[config.mk]
export PLATFORM = sky130hd
export DESIGN_NAME = nw_traceback_flat
export DESIGN_NICKNAME = d
export VERILOG_FILES = /design/src/rtl/nw_traceback_if.sv /design/src/rtl/nw_traceback.sv /design/src/flat_wrapper.sv
export SDC_FILE = /design/constraint.sdc
export NUM_CORES = 1
export LEC_CHECK = 0
export CORE_ASPECT_RATIO = 1.25
export CORE_MARGIN = 10
export CORE_UTILIZATION = 28
export DETAILED_ROUTE_END_ITERATION = 8
export PLACE_DENSITY_LB_ADDON = 0.05
export RECOVER_POWER = 25
export REMOVE_ABC_BUFFERS = 1
export SLEW_MARGIN = 30
export SYNTH_ARGS = -nofsm -noshare
export SYNTH_HDL_FRONTEND = slang
export SYNTH_SLANG_ARGS = --single-unit
[constraint.sdc]
create_clock -name clk -period 4.1 [get_ports clk]
set_input_delay 1.23 -clock clk [delete_from_list [all_inputs] [get_ports clk]]
set_output_delay 1.23 -clock clk [all_outputs]
set_load 0.005 [all_outputs]
[src/rtl/nw_traceback_if.sv]
// Handshake and memory-read bundle between the traceback engine and its environment.
// The slave modport is the engine's view; the master modport is the driver/consumer side.
interface nw_traceback_if #(
    parameter int IWIDTH = 4,
    parameter int AWIDTH = 8
);
    logic              start;
    logic [IWIDTH-1:0] len1;
    logic [IWIDTH-1:0] len2;
    logic              dir_rd_en;
    logic [AWIDTH-1:0] dir_addr;
    logic [1:0]        dir_data;
    logic              op_valid;
    logic              op_ready;
    logic [1:0]        op;
    logic              op_last;
    logic              busy;
    logic              done;
    logic              err;

    modport master (
        output start, len1, len2, dir_data, op_ready,
        input  dir_rd_en, dir_addr, op_valid, op, op_last, busy, done, err
    );

    modport slave (
        input  start, len1, len2, dir_data, op_ready,
        output dir_rd_en, dir_addr, op_valid, op, op_last, busy, done, err
    );
endinterface

[src/rtl/nw_traceback.sv]
// Needleman-Wunsch traceback: walks the direction memory from (len1,len2) back to (0,0)
// and streams edit operations, last operation first, over a valid/ready handshake.
module nw_traceback #(
    parameter int LENGTH = 10,
    parameter int IWIDTH = 4,
    parameter int AWIDTH = 8
) (
    input  logic           clk,
    input  logic           rst,
    nw_traceback_if.slave  bus
);
    typedef enum logic [2:0] {
        S_IDLE = 3'd0,
        S_READ = 3'd1,
        S_WAIT = 3'd2,
        S_EMIT = 3'd3,
        S_DONE = 3'd4,
        S_ERR  = 3'd5
    } state_t;

    localparam logic [1:0] OP_DIAG = 2'b00;
    localparam logic [1:0] OP_UP   = 2'b01;
    localparam logic [1:0] OP_LEFT = 2'b10;
    localparam logic [1:0] OP_BAD  = 2'b11;

    state_t            r_state;
    state_t            w_state_nxt;
    logic [IWIDTH-1:0] r_i;
    logic [IWIDTH-1:0] r_j;
    logic [IWIDTH-1:0] w_i_mv;
    logic [IWIDTH-1:0] w_j_mv;
    logic [1:0]        r_op;
    logic              r_op_last;
    logic              r_err;
    logic              w_len_bad;
    logic [AWIDTH-1:0] w_addr;

    // True when applying op at (i,j) lands exactly on the origin.
    function automatic logic is_last(input logic [1:0] op, input logic [IWIDTH-1:0] i,
                                     input logic [IWIDTH-1:0] j);
        logic res;
        case (op)
            OP_DIAG: res = (i == IWIDTH'(1)) && (j == IWIDTH'(1));
            OP_UP:   res = (i == IWIDTH'(1)) && (j == IWIDTH'(0));
            OP_LEFT: res = (i == IWIDTH'(0)) && (j == IWIDTH'(1));
            default: res = 1'b0;
        endcase
        return res;
    endfunction

    // On an edge of the grid only one move is possible.
    function automatic logic [1:0] bnd_op(input logic [IWIDTH-1:0] i);
        return (i == IWIDTH'(0)) ? OP_LEFT : OP_UP;
    endfunction

    // Coordinates after applying the pending op, and length/address decode.
    always_comb begin
        w_i_mv = r_i;
        w_j_mv = r_j;
        case (r_op)
            OP_DIAG: begin
                w_i_mv = r_i - IWIDTH'(1);
                w_j_mv = r_j - IWIDTH'(1);
            end
            OP_UP:   w_i_mv = r_i - IWIDTH'(1);
            OP_LEFT: w_j_mv = r_j - IWIDTH'(1);
            default: begin
                w_i_mv = r_i;
                w_j_mv = r_j;
            end
        endcase
        w_len_bad = (bus.len1 > IWIDTH'(LENGTH)) || (bus.len2 > IWIDTH'(LENGTH));
        w_addr    = (AWIDTH'(r_i) - AWIDTH'(1)) * AWIDTH'(LENGTH) + AWIDTH'(r_j) - AWIDTH'(1);
    end

    // State register.
    always_ff @(posedge clk) begin
        if (rst) begin
            r_state <= S_IDLE;
        end else begin
            r_state <= w_state_nxt;
        end
    end

    // Next-state logic.
    always_comb begin
        w_state_nxt = r_state;
        case (r_state)
            S_IDLE: begin
                if (!bus.start) begin
                    w_state_nxt = S_IDLE;
                end else if (w_len_bad) begin
                    w_state_nxt = S_ERR;
                end else if ((bus.len1 == IWIDTH'(0)) && (bus.len2 == IWIDTH'(0))) begin
                    w_state_nxt = S_DONE;
                end else if ((bus.len1 != IWIDTH'(0)) && (bus.len2 != IWIDTH'(0))) begin
                    w_state_nxt = S_READ;
                end else begin
                    w_state_nxt = S_EMIT;
                end
            end
            S_READ: w_state_nxt = S_WAIT;
            S_WAIT: begin
                if (bus.dir_data == OP_BAD) begin
                    w_state_nxt = S_ERR;
                end else begin
                    w_state_nxt = S_EMIT;
                end
            end
            S_EMIT: begin
                if (!bus.op_ready) begin
                    w_state_nxt = S_EMIT;
                end else if (r_op_last) begin
                    w_state_nxt = S_DONE;
                end else if ((w_i_mv != IWIDTH'(0)) && (w_j_mv != IWIDTH'(0))) begin
                    w_state_nxt = S_READ;
                end else begin
                    w_state_nxt = S_EMIT;
                end
            end
            S_DONE:  w_state_nxt = S_IDLE;
            S_ERR:   w_state_nxt = S_IDLE;
            default: w_state_nxt = S_IDLE;
        endcase
    end

    // Coordinates, pending op and sticky error.
    always_ff @(posedge clk) begin
        if (rst) begin
            r_i       <= IWIDTH'(0);
            r_j       <= IWIDTH'(0);
            r_op      <= OP_DIAG;
            r_op_last <= 1'b0;
            r_err     <= 1'b0;
        end else begin
            case (r_state)
                S_IDLE: begin
                    if (bus.start) begin
                        r_i       <= bus.len1;
                        r_j       <= bus.len2;
                        r_err     <= w_len_bad;
                        r_op      <= bnd_op(bus.len1);
                        r_op_last <= is_last(bnd_op(bus.len1), bus.len1, bus.len2);
                    end
                end
                S_WAIT: begin
                    r_op      <= bus.dir_data;
                    r_op_last <= is_last(bus.dir_data, r_i, r_j);
                    r_err     <= r_err | (bus.dir_data == OP_BAD);
                end
                S_EMIT: begin
                    if (bus.op_ready) begin
                        r_i       <= w_i_mv;
                        r_j       <= w_j_mv;
                        r_op      <= bnd_op(w_i_mv);
                        r_op_last <= is_last(bnd_op(w_i_mv), w_i_mv, w_j_mv);
                    end
                end
                default: begin
                    r_op <= r_op;
                end
            endcase
        end
    end

    // Outputs decode registered state only; no input reaches an output combinationally.
    always_comb begin
        bus.dir_rd_en = (r_state == S_READ);
        bus.dir_addr  = (r_state == S_READ) ? w_addr : AWIDTH'(0);
        bus.op_valid  = (r_state == S_EMIT);
        bus.op        = r_op;
        bus.op_last   = r_op_last & (r_state == S_EMIT);
        bus.busy      = (r_state != S_IDLE);
        bus.done      = (r_state == S_DONE) || (r_state == S_ERR);
        bus.err       = r_err;
    end
endmodule
[src/flat_wrapper.sv]
// flat-port wrapper written by rule: the top's interface ports become plain ports
module nw_traceback_flat 
#(
    parameter int LENGTH = 10,
    parameter int IWIDTH = 4,
    parameter int AWIDTH = 8
)
  (clk, rst, bus_start, bus_len1, bus_len2, bus_dir_data, bus_op_ready, bus_dir_rd_en, bus_dir_addr, bus_op_valid, bus_op, bus_op_last, bus_busy, bus_done, bus_err);
  nw_traceback_if #(.IWIDTH(IWIDTH), .AWIDTH(AWIDTH)) bus_i ();
  input  logic clk;
  input  logic rst;
  input wire logic [$bits(bus_i.start)-1:0] bus_start;
  input wire logic [$bits(bus_i.len1)-1:0] bus_len1;
  input wire logic [$bits(bus_i.len2)-1:0] bus_len2;
  input wire logic [$bits(bus_i.dir_data)-1:0] bus_dir_data;
  input wire logic [$bits(bus_i.op_ready)-1:0] bus_op_ready;
  output wire logic [$bits(bus_i.dir_rd_en)-1:0] bus_dir_rd_en;
  output wire logic [$bits(bus_i.dir_addr)-1:0] bus_dir_addr;
  output wire logic [$bits(bus_i.op_valid)-1:0] bus_op_valid;
  output wire logic [$bits(bus_i.op)-1:0] bus_op;
  output wire logic [$bits(bus_i.op_last)-1:0] bus_op_last;
  output wire logic [$bits(bus_i.busy)-1:0] bus_busy;
  output wire logic [$bits(bus_i.done)-1:0] bus_done;
  output wire logic [$bits(bus_i.err)-1:0] bus_err;
  assign bus_i.start = bus_start;
  assign bus_i.len1 = bus_len1;
  assign bus_i.len2 = bus_len2;
  assign bus_i.dir_data = bus_dir_data;
  assign bus_i.op_ready = bus_op_ready;
  assign bus_dir_rd_en = bus_i.dir_rd_en;
  assign bus_dir_addr = bus_i.dir_addr;
  assign bus_op_valid = bus_i.op_valid;
  assign bus_op = bus_i.op;
  assign bus_op_last = bus_i.op_last;
  assign bus_busy = bus_i.busy;
  assign bus_done = bus_i.done;
  assign bus_err = bus_i.err;
  nw_traceback #(.LENGTH(LENGTH), .IWIDTH(IWIDTH), .AWIDTH(AWIDTH)) u_core (.clk(clk), .rst(rst), .bus(bus_i));
endmodule
## Yosys cells after proc, flatten, opt, wreduce, memory -nomap -nowiden

Cells that the tools add are included.

- Bits in writable memories: 0
- Memories: 0
- Memory bits (read-only): 0
- Logic and storage cells: 107
- Bits of input ports: 14
- Register bits: 15
- Output and inout bits: 16
- Bits in latches: 0

- Add/subtract/negate cells: 5
- Mux-type cells: 31
- Multiply operators: 1
- Equal/unequal tests: 22
- Reductions and logical operators: 38
- $lt $le $gt $ge: 2
- Bitwise operators: 2
- Divide/modulo/power cells: 0
- Shifts and indexed selects: 0

Operator list:

| operator | number |
|---|---|
| 4-bit by 1-bit equality test with 1-bit output, second input constant | 6 |
| 4-bit zero test | 6 |
| 4-bit 2-to-1 mux | 6 |
| 3-bit 2-to-1 mux | 6 |
| 4-bit one-hot mux with 2 select lines | 2 |
| 4-bit nonzero test | 4 |
| 1-bit logical AND | 12 |
| 2-bit 2-to-1 mux | 6 |
| 1-bit one-hot mux with 3 select lines | 4 |
| 3-bit one-hot mux with 4 select lines | 1 |
| 2-bit equality test, second input constant | 5 |
| 8-bit by 4-bit adder with 8-bit output | 1 |
| 2-bit by 1-bit equality test with 1-bit output, second input constant | 4 |
| 4-bit > comparator, second input constant | 2 |
| 2-bit zero test | 4 |
| 8-bit by 3-bit multiplier with 7-bit output, second input constant | 1 |
| 8-bit 2-to-1 mux | 1 |
| 4-bit by 1-bit subtractor with 4-bit output, second input constant | 2 |
| 8-bit by 1-bit subtractor with 8-bit output, second input constant | 1 |
| 3-bit by 2-bit equality test with 1-bit output, second input constant | 2 |
| 3-bit equality test, second input constant | 2 |
| 2-bit one-hot mux with 3 select lines | 1 |
| 3-bit AND reduction | 2 |
| 3-bit nonzero test | 2 |
| 12 further kinds | 18 |

## Logic depth before layout (Yosys ltp)

- Depth after elaboration: 9
- Depth in mapped cells: 13
- Mapped depth without buffers: 13

## Worst setup path before layout

OpenSTA, ideal clock, no wires.

- Path type: reg-to-output
- From: reg u_core.r_i[0]
- To: out bus_dir_addr[7]
- Arrival time: 2.801 ns
- Buffers on the path: 0
- Cell stages (with the launch flop): 13
- Required time: 2.870 ns
- Setup slack: 0.069 ns
- Path through: dfxtp_1 or3_4 xnor2_1 ha_1 ha_1 fa_1 inv_1 ha_1 o21ai_0 o21bai_1 a21oi_1 xnor2_1 nor2_1

- Cells in the longest elaborated chain, start to end: 5

RTL lines:

| item | line | text |
|---|---|---|
| start, declared | nw_traceback.sv:28 | `logic [IWIDTH-1:0] r_i;` |
| start signal, assigned | nw_traceback.sv:139 | `r_i <= bus.len1;` |
| start signal, assigned | nw_traceback.sv:153 | `r_i <= w_i_mv;` |
| 4-bit by 1-bit subtractor with 5-bit output | nw_traceback.sv:73 | `w_addr = (AWIDTH'(r_i) - AWIDTH'(1)) * AWIDTH'(LENGTH) + AWIDTH'(r_j) - AWIDTH'(1);` |
| 8-bit by 3-bit multiplier with 7-bit output | nw_traceback.sv:73 |  |
| 8-bit by 4-bit adder with 8-bit output | nw_traceback.sv:73 |  |
| 8-bit by 1-bit subtractor with 8-bit output | nw_traceback.sv:73 |  |
| 8-bit 2-to-1 mux | nw_traceback.sv:169 | `bus.dir_addr = (r_state == S_READ) ? w_addr : AWIDTH'(0);` |
| end, declared | flat_wrapper.sv:18 | `output wire logic [$bits(bus_i.dir_addr)-1:0] bus_dir_addr;` |

No other way between the ends.

## Worst setup path in the final report

- From: reg u_core.r_i[2]
- To: out bus_dir_addr[6]

Same word-level chain as after synthesis.

==> results.sh <==
export IMPL_antenna_found_initial=0
export IMPL_grt_pass1_vias=1896
export IMPL_peakVddDrop_mv=0.320
export IMPL_max_slew_margin=0.554
export IMPL_max_cap_violations=0
export IMPL_cp_end_kind="output pin"
export IMPL_drive_above_1_share=0.196
export IMPL_slew_viol_final=0
export IMPL_syn_inst=239
export IMPL_cts_buffers=3
export IMPL_internal_power_mw=1.02
export IMPL_setup_viol=3
export IMPL_routedWlPerCell_um=14.6
export IMPL_n_fill_cell=694
export IMPL_p_total_mw=1.72
export IMPL_powerDensity_nw_per_um2=688
export IMPL_pwr_share_clk=0.073
export IMPL_num_rows=32
export IMPL_cp_required_ps=2870
export IMPL_h_tree_depth=1
export IMPL_finalHoldViolCount=0
export IMPL_wirelength_um=5560
export IMPL_synthToLayoutAreaGrowth_pct=39.2
export IMPL_hpwlAfterDp_um=4480
export IMPL_startpoint_type="flip-flop"
export IMPL_p_switching_uw=696
export IMPL_worstHoldPathType="flip-flop to flip-flop"
export IMPL_critical_path_class="flip-flop to output pin"
export IMPL_cp_max_fo=3
export IMPL_arrival_ps=3060
export IMPL_drc_errors=0
export IMPL_ant_nets=0
export IMPL_crit_path_cell_trace="or3_4 > xnor2_2 > ha_1 > ha_2 > fa_1 > inv_2 > ha_4 > buf_4 > nor3b_2 > mux2i_1 > nand3_1 > buf_2"
export IMPL_layout_min_cycle_time_ps=4290
export IMPL_synth_seq_cells=15
export IMPL_yosys_cell_types_count=50
export IMPL_clk_pin_slew_ps=70
export IMPL_skew_ps=3.74
export IMPL_cts_tree="yes"
export IMPL_grt_max_degree=18
export IMPL_grt_use_total=0.112
export IMPL_dr_pass1_iters=4
export IMPL_fin_nets=335
export IMPL_vias=1877
export IMPL_cts_max_path_buffers=2
export IMPL_fin_ws_ps=-193
export IMPL_drtIter0Drc=27
export IMPL_pwr_share_seq=0.115
export IMPL_leakagePower_nw=1.06
export IMPL_run_status="finished with violations"
export IMPL_synth_edf_count=0
export IMPL_ctsHoldBuffers=0
export IMPL_fin_util=0.402
export IMPL_fin_crit_sh=1.05
export IMPL_die_area_um2=10000
export IMPL_violations="setup timing"
export IMPL_combPwrFrac=0.812
export IMPL_synth_area_um2=1790
export IMPL_io_pins=30
export IMPL_switching_share=0.406
export IMPL_antenna_cells=0
export IMPL_tns_ps=-328
export IMPL_core_area_um2=6210
export IMPL_slowest_stage="fa_1"
export IMPL_grt_pass1_wl_um=9320
export IMPL_synth_avg_cell_area_um2=7.49
export IMPL_rsz0062_at_grt="yes"
export IMPL_fmax_ghz=0.233
export IMPL_cts_sinks=15
export IMPL_chipHeight_um=109
export IMPL_viasPerCell=4.93
export IMPL_cts_root_buf="clkbuf_8"
export IMPL_gp_congestion=0.772
export IMPL_die_w_um=91.5
export IMPL_clock_latency_ps=250
export IMPL_async_flop_share=0
export IMPL_portBuffers=29
export IMPL_start_util=0.289
export IMPL_synthFlopType="dfxtp_1"
export IMPL_grt_overflow_total=0
export IMPL_ys_warnings_count=0
export IMPL_worst_pin_slew_ps=667
export IMPL_ys_seq_area_frac=0.168
export IMPL_cp_slowest_stage_delay_ps=520
[worst paths after layout]
path / startpoint / to / depth (start not counted) / slack (ps)
min: u_core.r_op_last / u_core.r_op_last / 2 / 560
max: u_core.r_i[2] / bus_dir_addr[6] / 12 / -190
min reg2reg: u_core.r_op_last / u_core.r_op_last / 2 / 560
max reg2reg: u_core.r_i[0] / u_core.r_op_last / 8 / 1790
[routing by layer]
metal  vias up  track usage  part of all wire
met1       850        0.132              0.44
met2        38        0.199              0.49
li1        980            -                 -
met4         0       0.0426             0.021
met3         9       0.0198             0.043
met5         -            0                 0
[cells in the mapped netlist, types with 5 or more instances]
cell type  instances  share of area
nor2b_1            7          0.024
dfxtp_1           15           0.17
nor2_1            25          0.052
nand3_1            7          0.020
o21ai_0           10          0.028
a21oi_1           18          0.050
nor3_1             9          0.025
clkbuf_1           7          0.015
ha_1              22           0.15
inv_1             20          0.042
xnor2_1            8          0.039
a211oi_1           5          0.021
nand2b_1           5          0.017
nand2_1           17          0.036
[final cells by class]
class	count	area (um^2)	share of cell area
clock buffers	4	45.0	0.0181
repair buffers	62	526	0.211
multi-input cells	194	1430	0.575
flip-flops and latches	15	304	0.122
well taps	85	106	0.0427
inverters	21	78.8	0.0316
[critical path: cells and delay by family, from the launching register on]
| family | cells | cell delay (ps) |
|---|---|---|
| fa+ha+maj | 4 | 1210 |
| mux | 1 | 180 |
| flops | 1 | 320 |
| xor+xnor | 1 | 140 |
| buf+inv | 3 | 310 |
| simple gates | 3 | 630 |
[stage by stage]
stage	hold slack [ps]	cells	area (um^2)	worst slack, ps
after floorplan	488	230	1740	69.4
after global placement	552	376	2370	-383
after detailed placement	535	376	2370	-438
after CTS	551	380	2450	-179
after global routing	610	381	2490	-339
final	556	381	2490	-193
[cell usage in the layout, fill, tap and decap left out, types with 3 or more instances in the layout]
cell type,count
buf_4,33
nor2_1,25
clkdlybuf4s50_1,20
inv_1,19
ha_1,18
nand2_1,17
a21oi_1,17
dfxtp_1,12
nor3_1,9
o21ai_0,8
xnor2_1,7
nand3_1,7
nor2b_1,7
a211oi_1,5
nand2b_1,5
nor4_1,4
a21o_1,4
dlygate4sd3_1,4
nand3b_1,3
mux2i_1,3
a22oi_1,3
o21a_1,3
ha_4,3
clkbuf_8,3
buf_2,3
dfxtp_2,3
[power by group through the flow]
stage	sequential [mW]	combinational (mW)	clock (mW)
floorplan	0.193	0.727	0
global placement	0.200	1.27	0
detailed placement	0.199	1.26	0
CTS	0.196	1.33	0.131
global route	0.203	1.57	0.134
finish	0.197	1.39	0.125
[registers in the layout, indices dropped and copies added (netlist names)]
| signal | count |
|---|---|
| u_core.r_j | 4 |
| u_core.bus.err | 1 |
| u_core.bus.op | 2 |
| u_core.r_state | 3 |
| u_core.r_op_last | 1 |
| u_core.r_i | 4 |
[repair_timing]
item | in CTS | in global routing
gates resized for setup | 23 | 9
buffers inserted | 0 | 1
setup endpoints to repair | 5 | 5
pin swaps | 6 | 3
[logic make-up after synthesis]
group / share of synthesized area
adder cells (fa/ha/maj): 0.176
AND/OR/NAND/NOR: 0.259
AO/OA/AOI/OAI: 0.246
flip-flops: 0.168
buffers and inverters: 0.0741
XOR/XNOR: 0.0538
multiplexers: 0.0231
(Power assumes the default switching activity.)
==> RTL change (same flow settings) <==
`AWIDTH` is set to 8 in 3 places; all go to 7.
--- a/src/rtl/nw_traceback_if.sv
+++ b/src/rtl/nw_traceback_if.sv
@@ -2,7 +2,7 @@
 // The slave modport is the engine's view; the master modport is the driver/consumer side.
 interface nw_traceback_if #(
     parameter int IWIDTH = 4,
-    parameter int AWIDTH = 8
+    parameter int AWIDTH = 7
 );
     logic              start;
     logic [IWIDTH-1:0] len1;
--- a/src/rtl/nw_traceback.sv
+++ b/src/rtl/nw_traceback.sv
@@ -3,7 +3,7 @@
 module nw_traceback #(
     parameter int LENGTH = 10,
     parameter int IWIDTH = 4,
-    parameter int AWIDTH = 8
+    parameter int AWIDTH = 7
 ) (
     input  logic           clk,
     input  logic           rst,
--- a/src/flat_wrapper.sv
+++ b/src/flat_wrapper.sv
@@ -3,7 +3,7 @@
 #(
     parameter int LENGTH = 10,
     parameter int IWIDTH = 4,
-    parameter int AWIDTH = 8
+    parameter int AWIDTH = 7
 )
   (clk, rst, bus_start, bus_len1, bus_len2, bus_dir_data, bus_op_ready, bus_dir_rd_en, bus_dir_addr, bus_op_valid, bus_op, bus_op_last, bus_busy, bus_done, bus_err);
   nw_traceback_if #(.IWIDTH(IWIDTH), .AWIDTH(AWIDTH)) bus_i ();
Ports: changed (resized bus_dir_addr); port bits go from 30 to 29. The function was not compared with the original's and may differ.
==> RTL change against the unedited design <==
The run still ends with negative setup slack left. Routed wire length decreased by 3.7%. Sequential share of layout area grew 0.97 points. Area after synthesis decreased by 6.0%. Cell area down 7.7%. Sequential cell count unchanged. Worst setup slack improved by 120 ps. Utilization is 0.63 points lower. Power shrank 19%. Critical path type unchanged. Largest cell class unchanged.
==> RTL change: results (changes against the unedited design) <==
[global_route]
grt_pass1_vias = 1861  ; -1.8%
grt_max_degree = 16  ; -2
grt_pass1_wl_um = 8850  ; -5.0%
antenna_found_initial = 0  ; unchanged
grtUsageTotal = 0.115  ; +0.00222

[clock_network]
clockBufferDepth = 2  ; unchanged
clock_latency_ps = 250  ; about the same
clockRootBuffer = clkbuf_8
cts.clk_slew.worst_paths_ps = 70  ; about the same
htree_levels = 1  ; unchanged
numCtsBuffers = 3  ; unchanged

[logic_synthesis]
netlist_instances = 228  ; -4.6%
synthTopCellsByCount = 25 x nor2_1, 24 x inv_1, 19 x a21oi_1, 19 x nand2_1, 18 x ha_1
ys_seq_area_frac = 0.178  ; +0.0107
yosys-top-cells-area = dfxtp_1 18%, ha_1 13%, a21oi_1 5.7%
ys.warnings.count = 0  ; unchanged
synthArstFlopShare = 0  ; unchanged
synth_ff_type = dfxtp_1
synthDistinctLibCells = 51  ; +2.0%

[placed_design]
dp_slack_ps = -263  ; +175 ps
placed_area_mm2 = 0.00218  ; -8.3%
portBuffers = 28  ; -3.4%
gp_congestion = 0.825  ; +6.8%
hpwlAfterDp_um = 4360  ; -2.8%

[critical_path]
arrival_ps = 2940  ; -120 ps
critPathMaxFanout = 3  ; unchanged
cp_slowest_cell = fa_2
path_delay_family = adder cells
critPathMaxStageDelay_ps = 550  ; +30 ps
r2r_end = u_core.r_state[1]
r2r_setup_slack_ps = 1900  ; +110 ps
rr_worst_depth = 8  ; unchanged
regToRegStartpoint = u_core.r_i[1]
cp-startpoint = u_core.r_i[0]

[route]
first_pass_iters = 4  ; unchanged
initialDrtViolationCount = 65  ; +140%
wl_per_cell_um = 15.7  ; +7.5%
vias = 1767  ; -5.9%

[min_path]
hold_path_class = register to register
hold-path-endpoint = u_core.r_op_last
hold_depth = 2  ; unchanged
hp-start = u_core.r_op_last

[sta]
setup_slack_ps = -71.7  ; +121 ps
setup_tns_ps = -71.7  ; +257 ps
setup_viol = 1  ; -2
relSlewSlack = 0.548  ; -0.00640
skew_ps = 3.20  ; -0.540 ps
hold_slack_ps = 525  ; -31.1 ps

[finish]
antennaDiodeCount = 0  ; unchanged
reg.largest.list = u_core.r_i (4), u_core.r_j (4), u_core.r_state (3)
fin_cells = 341  ; -10%
nets = 310  ; -7.5%
drive_above_1_share = 0.185  ; -0.0105

[pwr]
peakVddDrop_v = 0.000489  ; +53%
leakagePower_nw = 1.00  ; -5.8%

[status]
status = complete, but fails checks
violations = negative setup slack

[RTL change: what timing repair did]
action                                 CTS  global route
gates cloned                             0             0
setup endpoints to repair                3             4
hold buffers                             0             0
endpoints found under the hold margin    0             0
gates resized for setup                 15            13
pin swaps                                5            10
setup buffers                            0             2
[RTL change: kinds of logic after synthesis]
logic type,count (synthesis),share of synthesized area
and+or+nand+nor,80,0.234
muxes,2,0.0119
DFF,15,0.178
AOI/OAI and AO/OA,65,0.269
buffers and inverters,35,0.0833
adders and majority gates,20,0.158
xor gates and xnor gates,11,0.0654
[RTL change: how the worst max path moves through the flow]
stage                     cells after the start  slack [ps]         endpoint
final                                        11         -70  bus_dir_addr[6]
after global routing                         14        -160  bus_dir_addr[6]
after CTS                                    11        -170  bus_dir_addr[6]
after detailed placement                     11        -260  bus_dir_addr[6]
after global placement                       11        -240  bus_dir_addr[6]
after floorplan                              13         180  bus_dir_addr[6]
[RTL change: layout make-up]
type / count / area (µm²)
inverters: 24 / 90.1
well taps: 66 / 82.6
clock buffers: 4 / 45.0
repair buffers: 54 / 472
fillers: 636 / 3520
multi-input cells: 178 / 1310
flip-flops and latches: 15 / 303
[RTL change: power breakdown]
part	leakage [nW]	internal, mW	total [mW]	switching (mW)
clock	0.0228	0.0688	0.123	0.0542
combinational	0.854	0.611	1.09	0.475
sequential	0.124	0.165	0.188	0.0227
total	1.00	0.845	1.40	0.552
[RTL change: metal layers]
layer  global-route usage  vias to the layer above  wire length (µm)
li1                     -                      906                 -
met1                0.135                      820              2390
met2                0.202                       37              2660
met3               0.0167                        4               226
met4               0.0387                        0                75
met5                    0                        -                 0
